==> src/rtl/if_stage.sv <==
`default_nettype none
// ============================================================================
//  Module   : if_stage
//  Purpose  : Instruction-fetch stage of the 5-stage RISC-V core. Issues
//             sequential fetch requests to instruction memory over a
//             valid/ready request channel, accepts in-order responses,
//             buffers up to two fetched words and feeds the IF/ID register
//             read by decode. Honours stall from the hazard unit and
//             redirect/flush from EX.
//  Revision : 1.0 - initial release
// ----------------------------------------------------------------------------
//  Ports
//    clk             in   1   clock
//    reset           in   1   asynchronous active-low reset
//    stall           in   1   hold IF/ID register contents
//    redirect        in   1   branch taken in EX: flush and restart fetch
//    redirect_pc     in  32   new fetch address, valid with redirect
//    imem_req_valid  out  1   fetch request valid
//    imem_req_ready  in   1   memory accepts request
//    imem_addr       out 32   fetch address (current fetch_pc)
//    imem_rsp_valid  in   1   response valid, in request order, <=1/cycle
//    imem_rsp_data   in  32   fetched instruction word
//    instruction     out 32   IF/ID: instruction to decode
//    PC_ID           out 32   IF/ID: PC of instruction
//    valid_ID        out  1   IF/ID: 1 = real instruction, 0 = bubble
// ============================================================================
module if_stage #(
  parameter logic [31:0] RESET_PC = 32'h0000_0000,
  parameter logic [31:0] NOP      = 32'h0000_0013
) (
  input  logic        clk,
  input  logic        reset,
  input  logic        stall,
  input  logic        redirect,
  input  logic [31:0] redirect_pc,
  output logic        imem_req_valid,
  input  logic        imem_req_ready,
  output logic [31:0] imem_addr,
  input  logic        imem_rsp_valid,
  input  logic [31:0] imem_rsp_data,
  output logic [31:0] instruction,
  output logic [31:0] PC_ID,
  output logic        valid_ID
);

  // --------------------------------------------------------------------------
  // State
  // --------------------------------------------------------------------------
  logic [31:0] fetch_pc_q,    fetch_pc_d;     // next address to request
  logic [31:0] deliver_pc_q,  deliver_pc_d;   // PC of oldest undelivered word
  logic [1:0]  outstanding_q, outstanding_d;  // accepted, not yet answered
  logic [1:0]  buf_count_q,   buf_count_d;    // words held in the FIFO
  logic [1:0]  discard_cnt_q, discard_cnt_d;  // stale responses still to drop
  logic [31:0] fifo0_q,       fifo0_d;        // FIFO head
  logic [31:0] fifo1_q,       fifo1_d;        // FIFO second entry
  logic [31:0] instr_q,       instr_d;        // IF/ID instruction
  logic [31:0] pc_id_q,       pc_id_d;        // IF/ID PC
  logic        valid_q,       valid_d;        // IF/ID valid

  // --------------------------------------------------------------------------
  // Request channel
  // --------------------------------------------------------------------------
  // Credit rule: a request is only issued while every in-flight word has a
  // guaranteed FIFO slot, so a stalled pipeline can never overflow the FIFO.
  logic [2:0] credits_used;
  logic       credit_ok;
  logic       req_fire;

  assign credits_used   = {1'b0, outstanding_q} + {1'b0, buf_count_q};
  assign credit_ok      = (credits_used < 3'd2);
  assign imem_req_valid = reset & ~redirect & credit_ok;
  assign req_fire       = imem_req_valid & imem_req_ready;
  assign imem_addr      = fetch_pc_q;

  // --------------------------------------------------------------------------
  // Response classification
  // --------------------------------------------------------------------------
  logic       rsp_stale;       // answer to a request issued before a redirect
  logic       rsp_keep;        // genuine word for the current fetch stream
  logic [1:0] outstanding_after_rsp;

  assign rsp_stale             = imem_rsp_valid & (discard_cnt_q != 2'd0);
  // A word landing in the redirect cycle belongs to the old path: dropped.
  assign rsp_keep              = imem_rsp_valid & (discard_cnt_q == 2'd0) & ~redirect;
  assign outstanding_after_rsp = outstanding_q - {1'b0, imem_rsp_valid};

  // --------------------------------------------------------------------------
  // Delivery / FIFO control
  // --------------------------------------------------------------------------
  logic       pop;        // FIFO head goes to IF/ID
  logic       bypass;     // incoming word goes straight to IF/ID
  logic       push;       // incoming word is stored
  logic [1:0] push_idx;   // slot written after any same-cycle pop

  assign pop      = ~redirect & ~stall & (buf_count_q != 2'd0);
  assign bypass   = ~redirect & ~stall & (buf_count_q == 2'd0) & rsp_keep;
  assign push     = rsp_keep & ~bypass;
  assign push_idx = buf_count_q - {1'b0, pop};

  // --------------------------------------------------------------------------
  // Next-state logic
  // --------------------------------------------------------------------------
  always_comb begin
    fetch_pc_d    = fetch_pc_q;
    deliver_pc_d  = deliver_pc_q;
    outstanding_d = outstanding_q;
    buf_count_d   = buf_count_q;
    discard_cnt_d = discard_cnt_q;
    fifo0_d       = fifo0_q;
    fifo1_d       = fifo1_q;
    instr_d       = instr_q;
    pc_id_d       = pc_id_q;
    valid_d       = valid_q;

    if (redirect) begin
      // Flush wins over stall and over any same-cycle issue or delivery.
      // Everything still in flight afterwards belongs to the old path.
      fetch_pc_d    = redirect_pc;
      deliver_pc_d  = redirect_pc;
      buf_count_d   = 2'd0;
      outstanding_d = outstanding_after_rsp;
      discard_cnt_d = outstanding_after_rsp;
      instr_d       = NOP;
      valid_d       = 1'b0;
    end else begin
      outstanding_d = outstanding_after_rsp + {1'b0, req_fire};

      if (rsp_stale) begin
        discard_cnt_d = discard_cnt_q - 2'd1;
      end

      if (req_fire) begin
        fetch_pc_d = fetch_pc_q + 32'd4;
      end

      // FIFO: shift on pop, then write the new word behind the survivors.
      if (pop) begin
        fifo0_d = fifo1_q;
      end
      if (push) begin
        if (push_idx == 2'd0) begin
          fifo0_d = imem_rsp_data;
        end else begin
          fifo1_d = imem_rsp_data;
        end
      end
      buf_count_d = buf_count_q - {1'b0, pop} + {1'b0, push};

      // IF/ID register. No PC is stored per entry: the head of the stream
      // always sits at deliver_pc and each delivery advances it by 4.
      if (pop || bypass) begin
        instr_d      = pop ? fifo0_q : imem_rsp_data;
        pc_id_d      = deliver_pc_q;
        valid_d      = 1'b1;
        deliver_pc_d = deliver_pc_q + 32'd4;
      end else if (!stall) begin
        instr_d = NOP;
        valid_d = 1'b0;
      end
    end
  end

  // --------------------------------------------------------------------------
  // State registers
  // --------------------------------------------------------------------------
  always_ff @(posedge clk or negedge reset) begin
    if (!reset) begin
      fetch_pc_q    <= RESET_PC;
      deliver_pc_q  <= RESET_PC;
      outstanding_q <= 2'd0;
      buf_count_q   <= 2'd0;
      discard_cnt_q <= 2'd0;
      fifo0_q       <= 32'd0;
      fifo1_q       <= 32'd0;
      instr_q       <= NOP;
      pc_id_q       <= 32'd0;
      valid_q       <= 1'b0;
    end else begin
      fetch_pc_q    <= fetch_pc_d;
      deliver_pc_q  <= deliver_pc_d;
      outstanding_q <= outstanding_d;
      buf_count_q   <= buf_count_d;
      discard_cnt_q <= discard_cnt_d;
      fifo0_q       <= fifo0_d;
      fifo1_q       <= fifo1_d;
      instr_q       <= instr_d;
      pc_id_q       <= pc_id_d;
      valid_q       <= valid_d;
    end
  end

  assign instruction = instr_q;
  assign PC_ID       = pc_id_q;
  assign valid_ID    = valid_q;

endmodule
`default_nettype wire
==> config.mk <==
export PLATFORM = sky130hd
export DESIGN_NAME = if_stage
export DESIGN_NICKNAME = d
export VERILOG_FILES = /design/src/rtl/if_stage.sv
export SDC_FILE = /design/constraint.sdc
export NUM_CORES = 1
export LEC_CHECK = 0
export ABC_CLOCK_PERIOD_IN_PS = 2900
export CAP_MARGIN = 20
export CORE_ASPECT_RATIO = 2
export CORE_MARGIN = 4
export CORE_UTILIZATION = 34
export CTS_CLUSTER_DIAMETER = 100
export DETAILED_ROUTE_END_ITERATION = 7
export PLACE_DENSITY = 0.52
export SYNTH_ARGS = -nofsm -noshare
export SYNTH_HDL_FRONTEND = slang
export SYNTH_SLANG_ARGS = --single-unit
==> constraint.sdc <==
create_clock -name clk -period 2.9 [get_ports clk]
set_clock_uncertainty 0.1 [all_clocks]
set_input_delay 0.725 -clock clk [delete_from_list [all_inputs] [get_ports clk]]
set_output_delay 0.725 -clock clk [all_outputs]
set_load 0.1 [all_outputs]
# After elaboration in Yosys (flattened, before gate mapping)
# Cells that the tools add are included.
[word_totals] regBits=199 input_bits=70 out_inout_bits=98
[classes] n_addsub=8 magnitude_cmp=1 eq_ne=1 muxes=18 n_bitwise=15 reduce_logical=11
[op_table] cell="$mux W32" count=11
[op_table] cell="$add A32 B3 Y32 const B" count=2
[op_table] cell="$and A1 B1 Y1" count=11
[op_table] cell="$reduce_bool A2 Y1" count=5
[op_table] cell="$mux W2" count=4
[op_table] cell="$logic_not A2 Y1" count=3
[op_table] cell="$add A2 B1 Y2" count=2
[op_table] cell="$not A1 Y1" count=4
[op_table] cell="$sub A2 B1 Y2" count=2
[op_table] cell="$add A2 B2 Y3" count=1
[op_table] cell="$lt A3 B2 Y1 const B" count=1
[op_table] cell="$mux W1" count=3
[op_table] cell="$ne A3 B1 Y1 const B" count=1
[op_table] cell="$reduce_and A3 Y1" count=1
[op_table] cell="$reduce_and A2 Y1" count=1
[op_table] cell="$sub A2 B1 Y2 const B" count=1
[op_table] cell="$logic_or A1 B1 Y1" count=1

# Depth between registers and ports, before layout
# Gate-level depths: netlist of the first run.
[depth] word_depth=8 mapped_depth=12

# Worst setup path before layout of the first run
# OpenSTA, ideal clock, no wires.
[synth_path] kind="register -> register" from="register buf_count_q[0]" to="register fetch_pc_q[5], in the netlist imem_addr[5]" t_arrival_ps=3150 slack_ps=-433 path_stages_with_launch=11 path_cell_list="dfrtp_1 > inv_1 > nor2_1 > fa_1 > nor4b_4 > nand2_2 > inv_2 > buf_4 > nand4_1 > xor2_1 > o21ai_0"
[synth_between] elab_chain_len=5
[synth_rtl] item="start, declared" line_no="52" rtl="logic [1:0] buf_count_q, buf_count_d;"
[synth_rtl] item="start signal, assigned" line_no="182" rtl="buf_count_q <= buf_count_d;"
[synth_rtl] item="$add A2 B2 Y3" line_no="69" rtl="assign credits_used = {1'b0, outstanding_q} + {1'b0, buf_count_q};"
[synth_rtl] item="$lt A3 B2 Y1" line_no="70" rtl="assign credit_ok = (credits_used < 3'd2);"
[synth_rtl] item="$and A1 B1 Y1" line_no="71" rtl="assign imem_req_valid = reset & ~redirect & credit_ok;"
[synth_rtl] item="named net imem_req_valid" line_no="36" rtl="output logic imem_req_valid,"
[synth_rtl] item="$and A1 B1 Y1" line_no="72" rtl="assign req_fire = imem_req_valid & imem_req_ready;"
[synth_rtl] item="$reduce_bool A2 Y1 (no line)"
[synth_rtl] item="end signal, assigned" line_no="179" rtl="fetch_pc_q <= fetch_pc_d;"
[synth_rtl] item="end, declared" line_no="49" rtl="logic [31:0] fetch_pc_q, fetch_pc_d;"
# The timed path passes the listed nets, and every way through them passes these cells.
# A chain may end at the register's enable or synchronous reset.

# Worst setup path in the final report of the first run
[layout_path] from="register buf_count_q[0]" to="output port imem_req_valid"
[layout_between] elab_chain_len=3
[layout_rtl] item="$add A2 B2 Y3" line_no="69"
[layout_rtl] item="$lt A3 B2 Y1" line_no="70"
[layout_rtl] item="$and A1 B1 Y1" line_no="71"
[layout_rtl] item="end, declared" line_no="36"
# Every way passes these cells.

==> qor.yml, run 1 <==
status:
  status: "completed"
place:
  io_buffers: 167
  post-place-ws_ns: 0.03157
  gp_congestion: 0.8499
  place_inst: 1453
  postPlaceCellArea_um2: 11410
  dp_hpwl_um: 21690
yosys:
  synth-main-ff-cell: "dfrtp_1"
  synth_common_cells: "196 x dfrtp_1, 182 x nand2_1, 65 x o21ai_0"
  synth_edf_count: 0
  synth_cells: 954
  yosysTopAreaCell: "dfrtp_1"
  yosysWarnings: 0
  synth_cell_types: 61
  synth_top_area_share_pct: 52.54
  yosysMostFrequentCell: "dfrtp_1"
  seq_area_frac_synth_pct: 53.38
  synthArstFlopShare_pct: 100.0
  synth_fp_nets: 1032
  yosys-top-cells-area: "dfrtp_1 53%, nand2_1 7.3%, mux2_2 4.0%, o21ai_0 3.5%, a222oi_1 3.1%"
  syn-cell-area_um2: 9335
  postSynthAreaPerCell_um2: 9.785
  ys_ff_latch: 199
worst_setup_path:
  path_max_fanout: 2
  slowest_stage: "fa_1"
  reg2reg_from: "buf_count_q[0]"
  r2r_end: "imem_addr[24]"
  critical_path_class: "reg2out"
  crit_path_end_kind: "primary output"
  rrSetupSlack_ns: 0.27
  path_cells: "inv_2, nor2_2, fa_1, nor4b_4, buf_4, buf_12"
  r2r_cells: 10
  cpPeakStageDelay_ns: 0.47
  crit_required_ns: 2.08
  critPathLaunchType: "flip-flop"
  path_buf_inv: 3
  cp_top_family: "adder cells"
  critPathArrivalTime_ns: 2.04
pwr:
  vdd_ir_drop_max_uv: 369.6
  p_leak_nw: 5.505
  p_per_area_nw_per_um2: 907.8
clock_network:
  insertion_delay_ns: 0.45
  clk_pin_slew_worst_paths_ns: 0.07
  root_buffer: "clkbuf_16"
  htreeDepth: 4
  cts_sinks: 199
  cts_max_path_buffers: 2
  tritoncts: "yes"
  cts_buffers: 17
  hold_buffers: 0
timing:
  max_freq_mhz: 349.2
  setup_slack_ns: 0.03621
  rsz0062_at_grt: "true"
  finalHoldViolations: 0
  fin_setup_tns_ns: 0
  maxSlewViolCount: 0
  slew_headroom_pct: 46.57
  period_share_pct: 98.75
  worstMarginPinSlew_ns: 0.7985
  setup_viol: 0
  period_needed_ns: 2.864
final_layout:
  syn2layout_area_growth_pct: 28.76
  instances_no_fill: 1487
  drive_above_1_share_pct: 21.42
  antennaDiodeCount: 0
  finalNetCount: 1205
  final_area_um2: 12020
  final_util_pct: 44.50
route:
  via_per_inst: 5.268
  remaining_drc_errors: 0
  firstDrtPassIters: 5
  num_vias: 7833
  wl_um: 29260
  wire_per_inst_um: 19.68
  antenna_left: 0
  drtIter0Drc: 430
floorplanning:
  die-area_um2: 30330
  core_area_um2: 27010
  ioPinCount: 168
  die_w_um: 125.2
  die_y_um: 242.3
  fp-row-count: 85
  start_util_pct: 34.56
flow_run:
  cap_violations: 0
global_route:
  antenna_found_initial: 0
  grt_pass1_vias: 8023
  gr-total-overflow: 0
  grt_usage_pct: 19.47
  grt_pass1_wl_um: 46200
  grt_max_degree: 111
worst_hold_path:
  min_path_type: "in2async"
## registers in the layout, indices dropped and copies added, names as in the netlist
signal	flops
PC_ID	32
deliver_pc_q	32
fifo0_q	32
fifo1_q	32
imem_addr	32
instruction	32
buf_count_q	2
discard_cnt_q	2
outstanding_q	2
valid_ID	1
## layout make-up
| type | instances | area, µm² |
|---|---|---|
| fillers | 2741 | 14990 |
| repair buffers | 208 | 1823 |
| well taps | 348 | 435.4 |
| flip-flops and latches | 199 | 4984 |
| inverters | 61 | 229.0 |
| clock buffers | 21 | 470.5 |
| clock inverters | 10 | 120.1 |
| multi-input cells | 640 | 3959 |
## cell usage in the layout (no fill, tap or decap), drive strengths merged, types with 6 or more instances in the layout
master	instances
nor3	44
o311ai	15
o21ai	67
nor2	57
a222oi	29
nand4	20
inv	63
o211ai	14
buf	140
nand3	32
a31oi	6
clkbuf	22
dfrtp	196
o31ai	35
xor2	13
nor2b	14
clkdlybuf4s50	67
nand2	183
xnor2	6
mux2	34
a21oi	9
ha	7
and3	7
## worst max-delay path by stage
stage | from | slack (ns) | cells past startpoint | endpoint
3_5_place_dp | stall | 0.03 | 9 | fifo0_q[28]
2_1_floorplan | buf_count_q[0] | -0.38 | 10 | imem_addr[5]
4_1_cts | buf_count_q[0] | -0.08 | 6 | imem_req_valid
6_report | buf_count_q[0] | 0.04 | 6 | imem_req_valid
5_1_grt | buf_count_q[0] | -0.06 | 6 | imem_req_valid
3_3_place_gp | stall | 0.09 | 9 | fifo1_q[16]
## layer usage
| metal | vias to the layer above | routed length [µm] | track usage [%] |
|---|---|---|---|
| met5 | - | 0 | 0 |
| met4 | 0 | 1565 | 10.76 |
| met1 | 3852 | 10330 | 20.11 |
| met2 | 195 | 16290 | 36.41 |
| li1 | 3732 | - | - |
| met3 | 54 | 1072 | 3.575 |
## cell families after synthesis
| kind of cell | Yosys count | synth area share (%) |
|---|---|---|
| simple gates | 382 | 19.47 |
| flops | 199 | 53.38 |
| compound gates | 195 | 14.85 |
| buf+inv | 115 | 5.040 |
| mux | 36 | 4.316 |
| xor+xnor | 19 | 1.783 |
| fa+ha+maj | 8 | 1.153 |
## power by group
part	switching [mW]	internal, mW	total [mW]
clock network	1.10	1.34	2.44
logic	3.19	1.16	4.35
registers	0.550	3.57	4.12
total	4.83	6.08	10.9
## per-stage QoR
| stage | hold WS, ns | power [mW] |
|---|---|---|
| 6_report | 0.2828 | 10.91 |
| 5_1_grt | 0.3108 | 11.46 |
| 4_1_cts | 0.2813 | 11.06 |
| 3_5_place_dp | 0.3653 | 8.571 |
| 3_3_place_gp | 0.3600 | 8.511 |
| 2_1_floorplan | 0.3294 | 7.357 |
## what timing repair did
item,4_1_cts,5_1_grt
cloned,0,0
resized for setup,0,1
setup endpoints to repair,1,1
buffers inserted,3,0
pin swaps,3,1
No activity file was read; power rests on OpenSTA's default activity.
==> inputs of run 2 (changes only) <==
ABC_AREA = 1   (was unset)
CAP_MARGIN = unset   (was 20)
PLACE_DENSITY = 0.51   (was 0.52)
==> run 2 against run 1 <==
Clock-buffer cell count fell by 2. Global-route usage rose by 0.33 points. Final area rose by 4.7%.
==> qor.yml, run 2 <==
timing:
  max_freq_mhz: 361.5  # was 349.2 MHz
  setup_slack_ns: 0.1336  # was 0.03621 ns
  rsz0062_at_grt: "false"  # was true
  setup_viol: 0  # unchanged
  slew_headroom_pct: 59.67  # was 46.57%
  maxSlewViolCount: 0  # unchanged
  finalHoldViolations: 0  # unchanged
  worstMarginPinSlew_ns: 0.6004  # was 0.7985 ns
  period_share_pct: 95.39  # was 98.75%
  period_needed_ns: 2.766  # was 2.864 ns
  fin_setup_tns_ns: 0  # unchanged
final_layout:
  instances_no_fill: 1814  # was 1,487
  drive_above_1_share_pct: 12.31  # was 21.42%
  multi_input_area_um2: 4232  # was 3959 µm²
  finalNetCount: 1519  # was 1,205
  antennaDiodeCount: 0  # unchanged
  fill_cells: 2962  # was 2,741
  syn2layout_area_growth_pct: 25.31  # was 28.76%
  final_area_um2: 12590  # was 12,020 µm²
  layout_commonest_cell: "nand2_1"  # was dfrtp_1
  seq_area_um2: 4984  # unchanged
  final_cell_mix: "332 x nand2_1, 196 x dfrtp_1, 150 x nor2_1"  # was 196 x dfrtp_1, 181 x nand2_1, 133 x buf_4
yosys:
  synth_top_area_share_pct: 48.83  # was 52.54%
  seq_area_frac_synth_pct: 49.61  # was 53.38%
  yosysWarnings: 0  # unchanged
  yosys-top-cells-area: "dfrtp_1 49%, nand2_1 12%, o21ai_0 6.5%, nor2_1 5.6%, nand3_1 5.1%"  # was dfrtp_1 53%, nand2_1 7.3%, mux2_2 4.0%, o21ai_0 3.5%, a222oi_1 3.1%
  ys_ff_latch: 199  # unchanged
  syn-cell-area_um2: 10040  # was 9335 µm²
  postSynthAreaPerCell_um2: 7.787  # was 9.785 µm²
  synthArstFlopShare_pct: 100.0  # unchanged
  yosysMostFrequentCell: "nand2_1"  # was dfrtp_1
  synth_common_cells: "333 x nand2_1, 196 x dfrtp_1, 150 x nor2_1"  # was 196 x dfrtp_1, 182 x nand2_1, 65 x o21ai_0
  synth-main-ff-cell: "dfrtp_1"  # unchanged
  yosysTopAreaCell: "dfrtp_1"  # unchanged
  synth_cells: 1290  # was 954
  synth_edf_count: 0  # unchanged
  synth_cell_types: 38  # was 61
  synth_fp_nets: 1368  # was 1,032
global_route:
  grt_max_degree: 104  # was 111
  antenna_found_initial: 0  # unchanged
  gr-total-overflow: 0  # unchanged
  grt_usage_pct: 19.81  # was 19.47%
  grt_pass1_wl_um: 49760  # was 46,200 µm
  grt_pass1_vias: 9277  # was 8,023
worst_setup_path:
  cp_top_family: "adder cells"  # unchanged
  crit_path_end_kind: "primary output"  # unchanged
  path_buf_inv: 2  # was 3
  r2r_cells: 7  # was 10
  critPathArrivalTime_ns: 1.94  # was 2.04 ns
  crit_start: "buf_count_q[1]"  # was buf_count_q[0]
  reg2reg_from: "buf_count_q[1]"  # was buf_count_q[0]
  path_cells: "fa_1, nor2_4, nand3_1, inv_2, buf_12"  # was inv_2, nor2_2, fa_1, nor4b_4, buf_4, buf_12
  critical_path_class: "reg2out"  # unchanged
  cpPeakStageDelay_ns: 0.53  # was 0.47 ns
  path_max_fanout: 3  # was 2
  path_depth: 5  # was 6
  crit_required_ns: 2.08  # about the same
  slowest_stage: "fa_1"  # unchanged
  critPathLaunchType: "flip-flop"  # unchanged
route:
  remaining_drc_errors: 0  # unchanged
  via_per_inst: 5.002  # was 5.268
  antenna_left: 0  # unchanged
  num_vias: 9073  # was 7,833
  wire_per_inst_um: 17.47  # was 19.68 µm
  wl_um: 31690  # was 29,260 µm
  firstDrtPassIters: 5  # unchanged
  drtIter0Drc: 507  # was 430
place:
  gp_congestion: 0.9678  # was 0.8499
  place_inst: 1780  # was 1,453
  io_buffers: 167  # unchanged
  postPlaceCellArea_um2: 11910  # was 11,410 µm²
  dp_hpwl_um: 23300  # was 21,690 µm
  post-place-ws_ns: 0.08376  # was 0.03157 ns
clock_network:
  cts_sinks: 199  # unchanged
  insertion_delay_ns: 0.45  # about the same
  htreeDepth: 4  # unchanged
  cts_buffers: 17  # unchanged
  clk_pin_slew_worst_paths_ns: 0.07  # about the same
  root_buffer: "clkbuf_16"  # unchanged
  cts_max_path_buffers: 2  # unchanged
  tritoncts: "yes"  # unchanged
pwr:
  p_int_mw: 6.277  # was 6.078 mW
  p_per_area_nw_per_um2: 911.0  # was 907.8 nW/µm²
  p_sw_mw: 5.190  # was 4.834 mW
  seq_power_share_pct: 35.9  # was 37.8%
  power_mw: 11.47  # was 10.91 mW
  p_sw_share_pct: 45.26  # was 44.30%
  combPwrFrac_pct: 40.4  # was 39.9%
  vdd_ir_drop_max_uv: 510.5  # was 369.6 µV
  clkPwrFrac_pct: 23.7  # was 22.3%
  p_leak_nw: 6.059  # was 5.505 nW
floorplanning:
  fp-row-count: 88  # was 85
  die_y_um: 251.1  # was 242.3 µm
  die-area_um2: 32520  # was 30,330 µm²
  ioPinCount: 168  # unchanged
  start_util_pct: 34.69  # was 34.56%
  core_area_um2: 28960  # was 27,010 µm²
  die_w_um: 129.5  # was 125.2 µm
worst_hold_path:
  min_path_type: "reg2reg"  # was in2async
  min-delay-start: "imem_addr[1]"
  min_path_cells: 2
flow_run:
  cap_violations: 0  # unchanged
status:
  status: "completed"  # unchanged
[run 2: cell families after synthesis]
family,synth area share [%]
AO/OA/AOI/OAI,12.71
XOR/XNOR,1.644
adder cells (fa/ha/maj),1.071
buffers and inverters,8.358
flip-flops,49.61
AND/OR/NAND/NOR,26.61
[run 2: worst reg2reg max path, cell delays in order (launching register included)]
cell     delay (ns)
dfrtp_1        0.47
fa_1           0.53
nor2_4         0.13
nand4_4        0.11
nand2_1        0.28
inv_1          0.33
a21oi_1        0.22
a21oi_1        0.09
[run 2: area by class of cell]
| type | instances | area share (%) |
|---|---|---|
| flip-flops and latches | 199 | 39.59 |
| multi-input cells | 891 | 33.62 |
| repair buffers | 191 | 13.77 |
| inverters | 141 | 4.205 |
| well taps | 360 | 3.579 |
| clock buffers | 19 | 3.439 |
| clock inverters | 13 | 1.799 |
[run 2: final timing paths]
path                                   to  slack [ns]
max in group asynchronous      fifo0_q[6]        1.25
hold reg to reg              imem_addr[1]        0.39
min in group asynchronous  buf_count_q[1]        0.65
setup reg to reg            imem_addr[26]        0.56
hold / removal               imem_addr[1]        0.39
setup / recovery           imem_req_valid        0.13
[run 2: metrics by stage]
stage	hold WS (ns)	util, %
final	0.3851	43.47
after global routing	0.4115	43.47
after CTS	0.3898	43.44
after detailed placement	0.3732	41.13
after global placement	0.3592	41.13
after floorplan	0.3294	-
[run 2: repair_timing]
| action | 4_1_cts | 5_1_grt |
|---|---|---|
| hold buffers | 1 | 0 |
| resized for setup | 0 | 1 |
| buffers inserted | 0 | 1 |
| hold endpoints to repair | 2 | 0 |
| endpoints found under the setup margin | 0 | 1 |
[run 2: power groups by stage]
| stage | Sequential [mW] | Combinational, mW | Clock [mW] |
|---|---|---|---|
| 2_1_floorplan | 6.32 | 1.24 | 0 |
| 6_report | 4.12 | 4.64 | 2.71 |
| 5_1_grt | 4.22 | 4.96 | 2.91 |
| 3_5_place_dp | 4.16 | 4.68 | 0 |
| 3_3_place_gp | 4.16 | 4.62 | 0 |
| 4_1_cts | 4.12 | 4.69 | 2.80 |
[run 2: routing by layer]
| metal | global-route usage [%] | share of wire [%] | vias to the layer above |
|---|---|---|---|
| li1 | - | - | 4466 |
| met1 | 20.45 | 36 | 4336 |
| met2 | 37.22 | 55 | 210 |
| met3 | 2.828 | 3.3 | 61 |
| met4 | 11.09 | 5.2 | 0 |
| met5 | 0 | 0 | - |
==> inputs of run 3 (changes only) <==
CAP_MARGIN = 15   (was unset)
SLEW_MARGIN = 20   (was unset)
==> results of run 3 <==
No change in the layout: final DEF, timing and power equal those of run 2.
